<file path="config.mk">
export PLATFORM = sky130hd
export DESIGN_NAME = sdr_wb_arb
export DESIGN_NICKNAME = d
export VERILOG_FILES = /design/src/rtl/sdr_wb_arb.sv
export SDC_FILE = /design/constraint.sdc
export NUM_CORES = 1
export LEC_CHECK = 0
export BUFFER_PORTS_ARGS = -buffer_cell sky130_fd_sc_hd__buf_2
export CORE_AREA = 2 2 120 122
export CTS_CLUSTER_SIZE = 12
export DETAILED_ROUTE_END_ITERATION = 12
export DIE_AREA = 0 0 122 124
export PLACE_DENSITY = 0.55
export SLEW_MARGIN = 25
export SYNTH_ARGS = -nofsm -noshare
export SYNTH_HDL_FRONTEND = slang
export SYNTH_SLANG_ARGS = --single-unit
</file>
<file path="constraint.sdc">
create_clock -name sys_clk -period 4.8 [get_ports sys_clk]
set_input_delay 0.48 -clock sys_clk [delete_from_list [all_inputs] [get_ports sys_clk]]
set_output_delay 0.48 -clock sys_clk [all_outputs]
set_load 0.02 [all_outputs]
</file>
<file path="src/rtl/sdr_wb_arb.sv">
// sdr_wb_arb: two-master round-robin Wishbone arbiter in front of the sdrc_top slave port.
// Rev 1.0 - initial release.
`default_nettype none

module sdr_wb_arb #(
  parameter int APP_AW = 26,
  parameter int dw     = 32,
  parameter int TMO_W  = 8
) (
  input  logic              sys_clk,
  input  logic              sdram_resetn,
  input  logic              sdr_init_done,

  input  logic              m0_cyc_i,
  input  logic              m0_stb_i,
  input  logic              m0_we_i,
  input  logic [APP_AW-1:0] m0_addr_i,
  input  logic [dw-1:0]     m0_dat_i,
  input  logic [dw/8-1:0]   m0_sel_i,
  input  logic [2:0]        m0_cti_i,
  output logic              m0_ack_o,
  output logic              m0_err_o,
  output logic [dw-1:0]     m0_dat_o,

  input  logic              m1_cyc_i,
  input  logic              m1_stb_i,
  input  logic              m1_we_i,
  input  logic [APP_AW-1:0] m1_addr_i,
  input  logic [dw-1:0]     m1_dat_i,
  input  logic [dw/8-1:0]   m1_sel_i,
  input  logic [2:0]        m1_cti_i,
  output logic              m1_ack_o,
  output logic              m1_err_o,
  output logic [dw-1:0]     m1_dat_o,

  output logic              s_cyc_o,
  output logic              s_stb_o,
  output logic              s_we_o,
  output logic [APP_AW-1:0] s_addr_o,
  output logic [dw-1:0]     s_dat_o,
  output logic [dw/8-1:0]   s_sel_o,
  output logic [2:0]        s_cti_o,
  input  logic              s_ack_i,
  input  logic [dw-1:0]     s_dat_i,

  output logic [1:0]        gnt_o
);

  localparam logic [TMO_W-1:0] TMO_MAX = '1;

  typedef enum logic [1:0] {
    IDLE  = 2'd0,
    GNT0  = 2'd1,
    GNT1  = 2'd2,
    RECOV = 2'd3
  } state_t;

  state_t           state_q;
  logic             lst_q;
  logic [TMO_W-1:0] tmo_q;

  logic g0;
  logic g1;
  logic tmo_fire;

  assign g0 = (state_q == GNT0);
  assign g1 = (state_q == GNT1);

  // Slave-side muxing depends only on state and master inputs, never on s_ack_i.
  always_comb begin
    s_cyc_o  = 1'b0;
    s_stb_o  = 1'b0;
    s_we_o   = 1'b0;
    s_addr_o = '0;
    s_dat_o  = '0;
    s_sel_o  = '0;
    s_cti_o  = '0;
    if (g0) begin
      s_cyc_o  = m0_cyc_i;
      s_stb_o  = m0_stb_i;
      s_we_o   = m0_we_i;
      s_addr_o = m0_addr_i;
      s_dat_o  = m0_dat_i;
      s_sel_o  = m0_sel_i;
      s_cti_o  = m0_cti_i;
    end else if (g1) begin
      s_cyc_o  = m1_cyc_i;
      s_stb_o  = m1_stb_i;
      s_we_o   = m1_we_i;
      s_addr_o = m1_addr_i;
      s_dat_o  = m1_dat_i;
      s_sel_o  = m1_sel_i;
      s_cti_o  = m1_cti_i;
    end
  end

  // A real ack in the same cycle as the last timeout count wins over the error.
  assign tmo_fire = (g0 || g1) && s_stb_o && !s_ack_i && (tmo_q == TMO_MAX);

  assign m0_ack_o = g0 && s_ack_i;
  assign m1_ack_o = g1 && s_ack_i;
  assign m0_err_o = g0 && tmo_fire;
  assign m1_err_o = g1 && tmo_fire;
  assign m0_dat_o = (g0 || g1) ? s_dat_i : '0;
  assign m1_dat_o = (g0 || g1) ? s_dat_i : '0;
  assign gnt_o    = {g1, g0};

  always_ff @(posedge sys_clk or negedge sdram_resetn) begin
    if (!sdram_resetn) begin
      state_q <= IDLE;
      lst_q   <= 1'b1;
      tmo_q   <= '0;
    end else begin
      if (s_ack_i || !s_stb_o) begin
        tmo_q <= '0;
      end else if (g0 || g1) begin
        tmo_q <= tmo_q + 1'b1;
      end

      case (state_q)
        IDLE: begin
          if (sdr_init_done) begin
            if (m0_cyc_i && (!m1_cyc_i || lst_q)) begin
              state_q <= GNT0;
            end else if (m1_cyc_i) begin
              state_q <= GNT1;
            end
          end
        end
        GNT0: begin
          if (tmo_fire) begin
            state_q <= RECOV;
            lst_q   <= 1'b0;
            tmo_q   <= '0;
          end else if (!m0_cyc_i) begin
            state_q <= IDLE;
            lst_q   <= 1'b0;
          end
        end
        GNT1: begin
          if (tmo_fire) begin
            state_q <= RECOV;
            lst_q   <= 1'b1;
            tmo_q   <= '0;
          end else if (!m1_cyc_i) begin
            state_q <= IDLE;
            lst_q   <= 1'b1;
          end
        end
        RECOV:   state_q <= IDLE;
        default: state_q <= IDLE;
      endcase
    end
  end

endmodule

`default_nettype wire
</file>
==> results.tsv, run 1 <==
stage	metric	value	unit
critical_path	cp-end-kind	output port	
finish	fin_cells	670	
critical_path	regToRegStartpoint	state_q[0]	
logic_synthesis	yosysMostFrequentCell	a22o_1	
floorplan	io_pins	310	
grt	track_usage	0.123	
finish	regArea	277	um^2
floorplan	row_count	43	
place	placed_area	0.00330	mm^2
drt	vias	2700	
finish	drive_gt1_frac	0.659	
pwr	max-vdd-ir-drop	0.485	mV
timing	post-route-min-period	2920	ps
critical_path	slowest_stage	a2111oi_4	
place	place_inst	666	
finish	nets	668	
grt	grt_max_degree	75	
logic_synthesis	synth_common_cells	a22o_1 (65), and2_1 (35), buf_4 (34)	
grt	grt_pass1_wl	14200	um
pwr	p_leak	2.05	nW
clock_network	holdBufCountCts	0	
critical_path	critPathLaunch	state_q[0]	
logic_synthesis	ys_warn_count	0	
timing	rsz0062_at_grt	false	
place	gp_congestion	0.825	
critical_path	crit_path_max_fanout	39	
drt	drc	0	
logic_synthesis	postSynth.asyncResetShare	1.00	
pwr	switchingPower	0.00143	W
logic_synthesis	synth_area	0.00183	mm^2
drt	wl	11200	um
floorplan	core-area	0.0137	mm^2
finish	fill_cells	1569	
pwr	switching_share	0.603	
critical_path	crit_chain	inv_1 -> ha_1 -> buf_4 -> nand4_4 -> a2111oi_4 -> and2_2 -> buf_2	
floorplan	die-height	124	um
pwr	power_density	699	mW/mm^2
timing	maxSlewHeadroom	0.488	
clock_network	clkTransAtPathRegs	40	ps
floorplan	start_util	0.133	
timing	setup_viol	0	
critical_path	cp_slowest_stage_delay	570	ps
pwr	combPwrFrac	0.884	
drt	drt-initial-drc-count	118	
critical_path	critical_path_required	4320	ps
critical_path	cp.buffers_inverters	3	
critical_path	criticalPathCategory	flip-flop to output port	
place	hpwlAfterDp	9430	um
logic_synthesis	synth_seq_area_share	0.151	
clock_network	cts_buffers	3	
drt	ant_nets	0	
logic_synthesis	syn_nets	404	
timing	tightestPinTransition	769	ps
clock_network	clk_path_buf_depth	2	
logic_synthesis	synth_edf_count	0	
finish	multiInputGateArea	0.00122	mm^2
timing	tns	0	ps
place	io_buffer_count	309	
timing	fin_worst_skew	2.89	ps
grt	first_global_vias	2425	
clock_network	h-tree-depth	1	
critical_path	worstPathArrival	2440	ps
status	run_status	finished, final reports clean	
clock_network	cts_tree	built	
floorplan	die_area	0.0151	mm^2
logic_synthesis	yosys.cell_types.count	32	
grt	grt.overflow.total	0	
critical_path	start_kind	flip-flop	
drt	wl_per_cell	16.7	um
clock_network	post-cts-setup-buffer-count	0	
timing	max_freq	342	MHz
clock_network	cts-root-buf	clkbuf_16	
logic_synthesis	synthTopCellsByArea	a22o_1 (31%), buf_4 (14%), dfrtp_1 (14%)	
timing	period_share	0.609	
clock_network	clk_latency	240	ps
critical_path	critPathTopFamily	compound AO/OA/AOI/OAI gates	
timing	drv_slew	0	
clock_network	clock_sinks	11	
logic_synthesis	netlist.area_leader.share	0.311	
pwr	pwr-share-seq	0.051	
clock_network	post_cts_resized	0	
drt	drt_pass1_iterations	4	
timing	holdWs	110	ps
finish	antenna_cells	0	
drt	avgViaCountPerCell	4.03	
timing	finalHoldViolations	0	
place	pre_cts_ws	2110	ps
finish	fin_area	0.00338	mm^2
logic_synthesis	ys.flop_type	dfrtp_1	
logic_synthesis	synth_seq_cells	11	
floorplan	die_x	122	um
pwr	p_clk_frac	0.065	
logic_synthesis	syn_inst	227	
grt	antenna_found_initial	0	
logic_synthesis	yosysTopAreaCell	a22o_1	
pwr	internal-power	0.000938	W
finish	areaGrowthSynthToFinish	85.1	%
min_path	hold_path_class	input port to async pin	
logic_synthesis	syn_area_per_cell	8.05	um^2
job	maxCapViolations	0	
timing	setup_ws	1880	ps
[metrics by stage]
step                      power [W]  utilization
after floorplan             0.00168            -
after global placement      0.00222        0.241
after detailed placement    0.00221        0.241
after CTS                   0.00238        0.247
after global routing        0.00251        0.247
final                       0.00236        0.247
[area by class of cell]
type,count,share of cell area
Clock buffer,4,0.0233
Inverter,4,0.00444
Multi-Input combinational cell,159,0.360
Sequential cell,11,0.0817
Tap cell,180,0.0666
Timing Repair Buffer,312,0.464
[final timing paths]
check	endpoint	slack, ps	cells after the start
max	m0_err_o	1880	7
min reg2reg	lst_q	520	1
max reg2reg	lst_q	2510	7
min	tmo_q[4]	110	1
max in group asynchronous	lst_q	4420	1
min in group sys_clk	lst_q	520	1
[power groups by stage]
| stage | Combinational [W] | Sequential (W) | Clock [W] |
|---|---|---|---|
| after detailed placement | 0.00209 | 0.000121 | 0 |
| after global placement | 0.00210 | 0.000121 | 0 |
| final | 0.00209 | 0.000120 | 0.000154 |
| after floorplan | 0.00156 | 0.000118 | 0 |
| after global routing | 0.00222 | 0.000121 | 0.000165 |
| after CTS | 0.00210 | 0.000120 | 0.000156 |
[flip-flops by register name, indices dropped and copies added (netlist names)]
| register | flops |
|---|---|
| lst_q | 1 |
| state_q | 2 |
| tmo_q | 8 |
[metal layers]
metal	wire length, um	track usage	part of all wire	up-vias
met5	0	0	0	-
met4	93	0.0172	0.0083	0
met3	998	0.0275	0.089	6
met2	5480	0.213	0.49	140
met1	4600	0.159	0.41	1234
li1	-	-	-	1320
[cells by family (layout without fill, tap and decap cells)]
kind of cell,Yosys count,count (layout),synth area share
adder cells (fa/ha/maj),5,5,0.0342
multiplexers,2,2,0.0110
buffers and inverters,57,320,0.188
AND/OR/NAND/NOR,66,66,0.211
flip-flops,11,11,0.151
XOR/XNOR,7,7,0.0335
AO/OA/AOI/OAI,79,79,0.372
[cells in the final DEF, fill, tap and decap left out, types with 2 or more instances in the layout]
| cell type | netlist | layout |
|---|---|---|
| xor2_1 | 4 | 4 |
| a21oi_1 | 3 | 3 |
| clkbuf_16 | 0 | 3 |
| nand2_1 | 10 | 10 |
| and2_1 | 35 | 35 |
| nand3_1 | 2 | 2 |
| ha_1 | 5 | 4 |
| buf_4 | 34 | 3 |
| o21ai_0 | 4 | 4 |
| dfrtp_1 | 10 | 10 |
| mux2i_1 | 2 | 2 |
| nor2_1 | 10 | 10 |
| o21a_1 | 2 | 2 |
| xnor2_1 | 3 | 3 |
| buf_2 | 1 | 309 |
| and2_2 | 2 | 2 |
| a22o_1 | 65 | 65 |
| inv_1 | 4 | 4 |
No activity file was read; power rests on OpenSTA's default activity.
==> run 2: changes to the inputs <==
--- a/config.mk
+++ b/config.mk
@@ -5,12 +5,13 @@
 export SDC_FILE = /design/constraint.sdc
 export NUM_CORES = 1
 export LEC_CHECK = 0
+export ABC_AREA = 1
 export BUFFER_PORTS_ARGS = -buffer_cell sky130_fd_sc_hd__buf_2
-export CORE_AREA = 2 2 120 122
+export CORE_AREA = 2 2 121 123
 export CTS_CLUSTER_SIZE = 12
 export DETAILED_ROUTE_END_ITERATION = 12
-export DIE_AREA = 0 0 122 124
-export PLACE_DENSITY = 0.55
+export DIE_AREA = 0 0 123 125
+export PLACE_DENSITY = 0.57
 export SLEW_MARGIN = 25
 export SYNTH_ARGS = -nofsm -noshare
 export SYNTH_HDL_FRONTEND = slang
==> constraint.sdc (replaced) <==
create_clock -name sys_clk -period 2.8 [get_ports sys_clk]
set_input_delay 0.28 -clock sys_clk [delete_from_list [all_inputs] [get_ports sys_clk]]
set_output_delay 0.28 -clock sys_clk [all_outputs]
set_load 0.02 [all_outputs]
==> run 2 against run 1 <==
Setup slack lost 1400 ps; power increased by 50%; register-to-register slack got worse by 1800 ps; critical endpoint unchanged; highest routed layer unchanged.
==> results.tsv, run 2 <==
stage	metric	value	unit
timing	drv_slew	0	
status	run_status	finished, final reports clean	
pwr	finalPower	0.00355	W
logic_synthesis	synth_seq_cells	11	
place	io_buffer_count	309	
logic_synthesis	syn_area_per_cell	5.21	um^2
floorplan	row_count	44	
critical_path	cp-end-kind	output port	
grt	grt.overflow.total	0	
clock_network	h-tree-depth	1	
floorplan	io_pins	310	
critical_path	slowest_stage	dfrtp_1	
drt	drt-initial-drc-count	183	
clock_network	clk_latency	240	ps
finish	largest-register	tmo_q	
floorplan	die-height	125	um
logic_synthesis	yosysMostFrequentCell	nand2_1	
critical_path	worstPathArrival	2020	ps
finish	largest_register_ffs	8	
critical_path	critPathTopFamily	simple AND/OR/NAND/NOR gates	
place	hpwlAfterDp	8600	um
pwr	power_density	933	mW/mm^2
drt	wl_met3	993	um
timing	tns	0	ps
critical_path	path_depth	9	
finish	mostFrequentLayoutCell	buf_2	
logic_synthesis	synth_edf_count	0	
finish	drive_gt1_frac	0.486	
drt	wl_per_cell	11.8	um
grt	grt_max_degree	52	
timing	maxSlewHeadroom	0.694	
logic_synthesis	ys_warn_count	0	
pwr	p_leak	2.77	nW
logic_synthesis	syn_inst	428	
drt	drt_pass1_iterations	4	
finish	fin_area	0.00380	mm^2
pwr	max-vdd-ir-drop	0.908	mV
finish	fill_cells	1644	
pwr	internal-power	0.00133	W
timing	setup_ws	504	ps
critical_path	reg2reg_depth	10	
critical_path	cpMostUsedCell	nand2_2	
drt	avgViaCountPerCell	3.88	
critical_path	critical_path_required	2520	ps
finish	final_core_util	0.268	
floorplan	start_util	0.157	
critical_path	criticalPathCategory	flip-flop to output port	
drt	ant_nets	0	
critical_path	critPathLaunch	state_q[1]	
drt	drc	0	
clock_network	clkTransAtPathRegs	40	ps
drt	dr_wl_met2	4820	um
drt	wl_met1	4410	um
logic_synthesis	yosys.cell_types.count	31	
drt	wl	10300	um
place	placed_area	0.00371	mm^2
logic_synthesis	synth_area	0.00223	mm^2
floorplan	die_area	0.0154	mm^2
place	pre_cts_ws	721	ps
clock_network	cts_buffers	3	
timing	period_share	0.820	
finish	areaGrowthSynthToFinish	70.3	%
pwr	p_clk_frac	0.073	
pwr	switchingPower	0.00222	W
timing	setup_viol	0	
min_path	hold_path_class	input port to flip-flop	
finish	multiInputGateArea	0.00139	mm^2
clock_network	clk_path_buf_depth	2	
critical_path	crit_chain	inv_1 -> ha_2 -> inv_2 -> nand2_2 -> nand2_2 -> nor2_8 -> nand2_4 -> nor2_1 -> buf_2	
finish	regArea	277	um^2
critical_path	start_kind	flip-flop	
timing	post-route-min-period	2300	ps
drt	vias	3391	
finish	nets	865	
timing	rsz0062_at_grt	false	
finish	final_cell_mix	buf_2 (309), nand2_1 (193), nand3_1 (71)	
logic_synthesis	synthTopCellsByArea	nand2_1 (32%), nand3_1 (16%), buf_4 (12%)	
critical_path	regToRegStartpoint	state_q[0]	
timing	finalHoldViolations	0	
job	maxCapViolations	0	
logic_synthesis	synth_seq_area_share	0.124	
floorplan	core-area	0.0142	mm^2
clock_network	cts_tree	built	
grt	first_global_vias	2992	
critical_path	cp_slowest_stage_delay	390	ps
drt	dr.max_layer_used	met4	
min_path	hp-start	s_ack_i	
logic_synthesis	ys.flop_type	dfrtp_1	
pwr	combPwrFrac	0.871	
timing	fin_worst_skew	2.49	ps
timing	max_freq	435	MHz
grt	grt_pass1_wl	15000	um
logic_synthesis	postSynth.asyncResetShare	1.00	
min_path	min_path_cells	4	
pwr	pwr-share-seq	0.056	
grt	antenna_found_initial	2	
logic_synthesis	synth_common_cells	nand2_1 (193), nand3_1 (71), inv_1 (50)	
pwr	switching_share	0.626	
place	gp_congestion	0.815	
logic_synthesis	syn_nets	605	
critical_path	crit_path_max_fanout	17	
logic_synthesis	yosysTopAreaCell	nand2_1	
critical_path	cp.buffers_inverters	3	
clock_network	post_cts_resized	0	
grt	track_usage	0.121	
finish	reg.largest.list	tmo_q: 8 flops, state_q: 2 flops, lst_q: 1 flops	
logic_synthesis	netlist.area_leader.share	0.325	
timing	tightestPinTransition	459	ps
clock_network	clock_sinks	11	
floorplan	die_x	123	um
clock_network	cts-root-buf	clkbuf_16	
[run 2: cell types whose count changed after synthesis, sizes merged, moves of 2 or more]
| cell | change |
|---|---|
| inv | +48 |
| nand3 | +69 |
| xnor2 | -2 |
| buf | +9 |
| nor3b | +2 |
| xor2 | -2 |
| or2 | +2 |
| mux2i | -2 |
| o21a | -2 |
| nand2 | +188 |
| a22o | -65 |
| and2 | -37 |
[run 2: final timing paths]
kind | slack (ps) | end
max in group asynchronous | 2060 | lst_q
hold reg to reg | 470 | lst_q
setup / recovery | 500 | m0_err_o
setup reg to reg | 730 | tmo_q[7]
hold / removal | 430 | tmo_q[4]
min in group asynchronous | 470 | tmo_q[4]
[run 2: through the flow]
stage / hold WS (ps) / std cells
after floorplan: -15.6 / 428
after global placement: 167 / 866
after detailed placement: 173 / 866
after CTS: 438 / 871
after global routing: 456 / 871
final: 433 / 873
[run 2: cell families (layout without fill, tap and decap cells)]
kind of cell | after synthesis | count (layout) | synth area share
other | 0 | 2 | 0
adders and majority gates | 5 | 5 | 0.0280
and+or+nand+nor | 289 | 289 | 0.561
xor gates and xnor gates | 3 | 3 | 0.0118
buffers and inverters | 113 | 372 | 0.256
DFF | 11 | 11 | 0.124
AOI/OAI and AO/OA | 7 | 7 | 0.0191
[run 2: final cells by class]
| cell class | count | area share |
|---|---|---|
| clock buffer | 4 | 0.0207 |
| inverter | 52 | 0.0514 |
| timing repair buffer | 316 | 0.428 |
| sequential | 11 | 0.0728 |
| multi-input combinational | 304 | 0.365 |
| antenna | 2 | 0.00132 |
| tap | 184 | 0.0606 |
[run 2: worst min-delay path, delay by kind of cell]
family	cells	cell delay [ps]
AO/OA/AOI/OAI	1	40
buffers and inverters	2	240
AND/OR/NAND/NOR	1	70
[run 2: repair_timing]
item                                   CTS  global route
endpoints found under the hold margin   10             0
setup buffers                            0             0
hold buffers                             1             0
[run 2: power groups by stage]
| stage | clock [W] | combinational [W] | sequential, W |
|---|---|---|---|
| after global placement | 0 | 0.00310 | 0.000201 |
| after floorplan | 0 | 0.00228 | 0.000197 |
| after CTS | 0.000263 | 0.00312 | 0.000199 |
| after detailed placement | 0 | 0.00310 | 0.000201 |
| final | 0.000257 | 0.00309 | 0.000199 |
| after global routing | 0.000273 | 0.00337 | 0.000202 |
[run 2: per-layer routing]
| layer | global-route usage | up-vias |
|---|---|---|
| li1 | - | 1785 |
| met1 | 0.158 | 1455 |
| met2 | 0.203 | 145 |
| met3 | 0.0301 | 6 |
| met4 | 0.0174 | 0 |
| met5 | 0 | - |
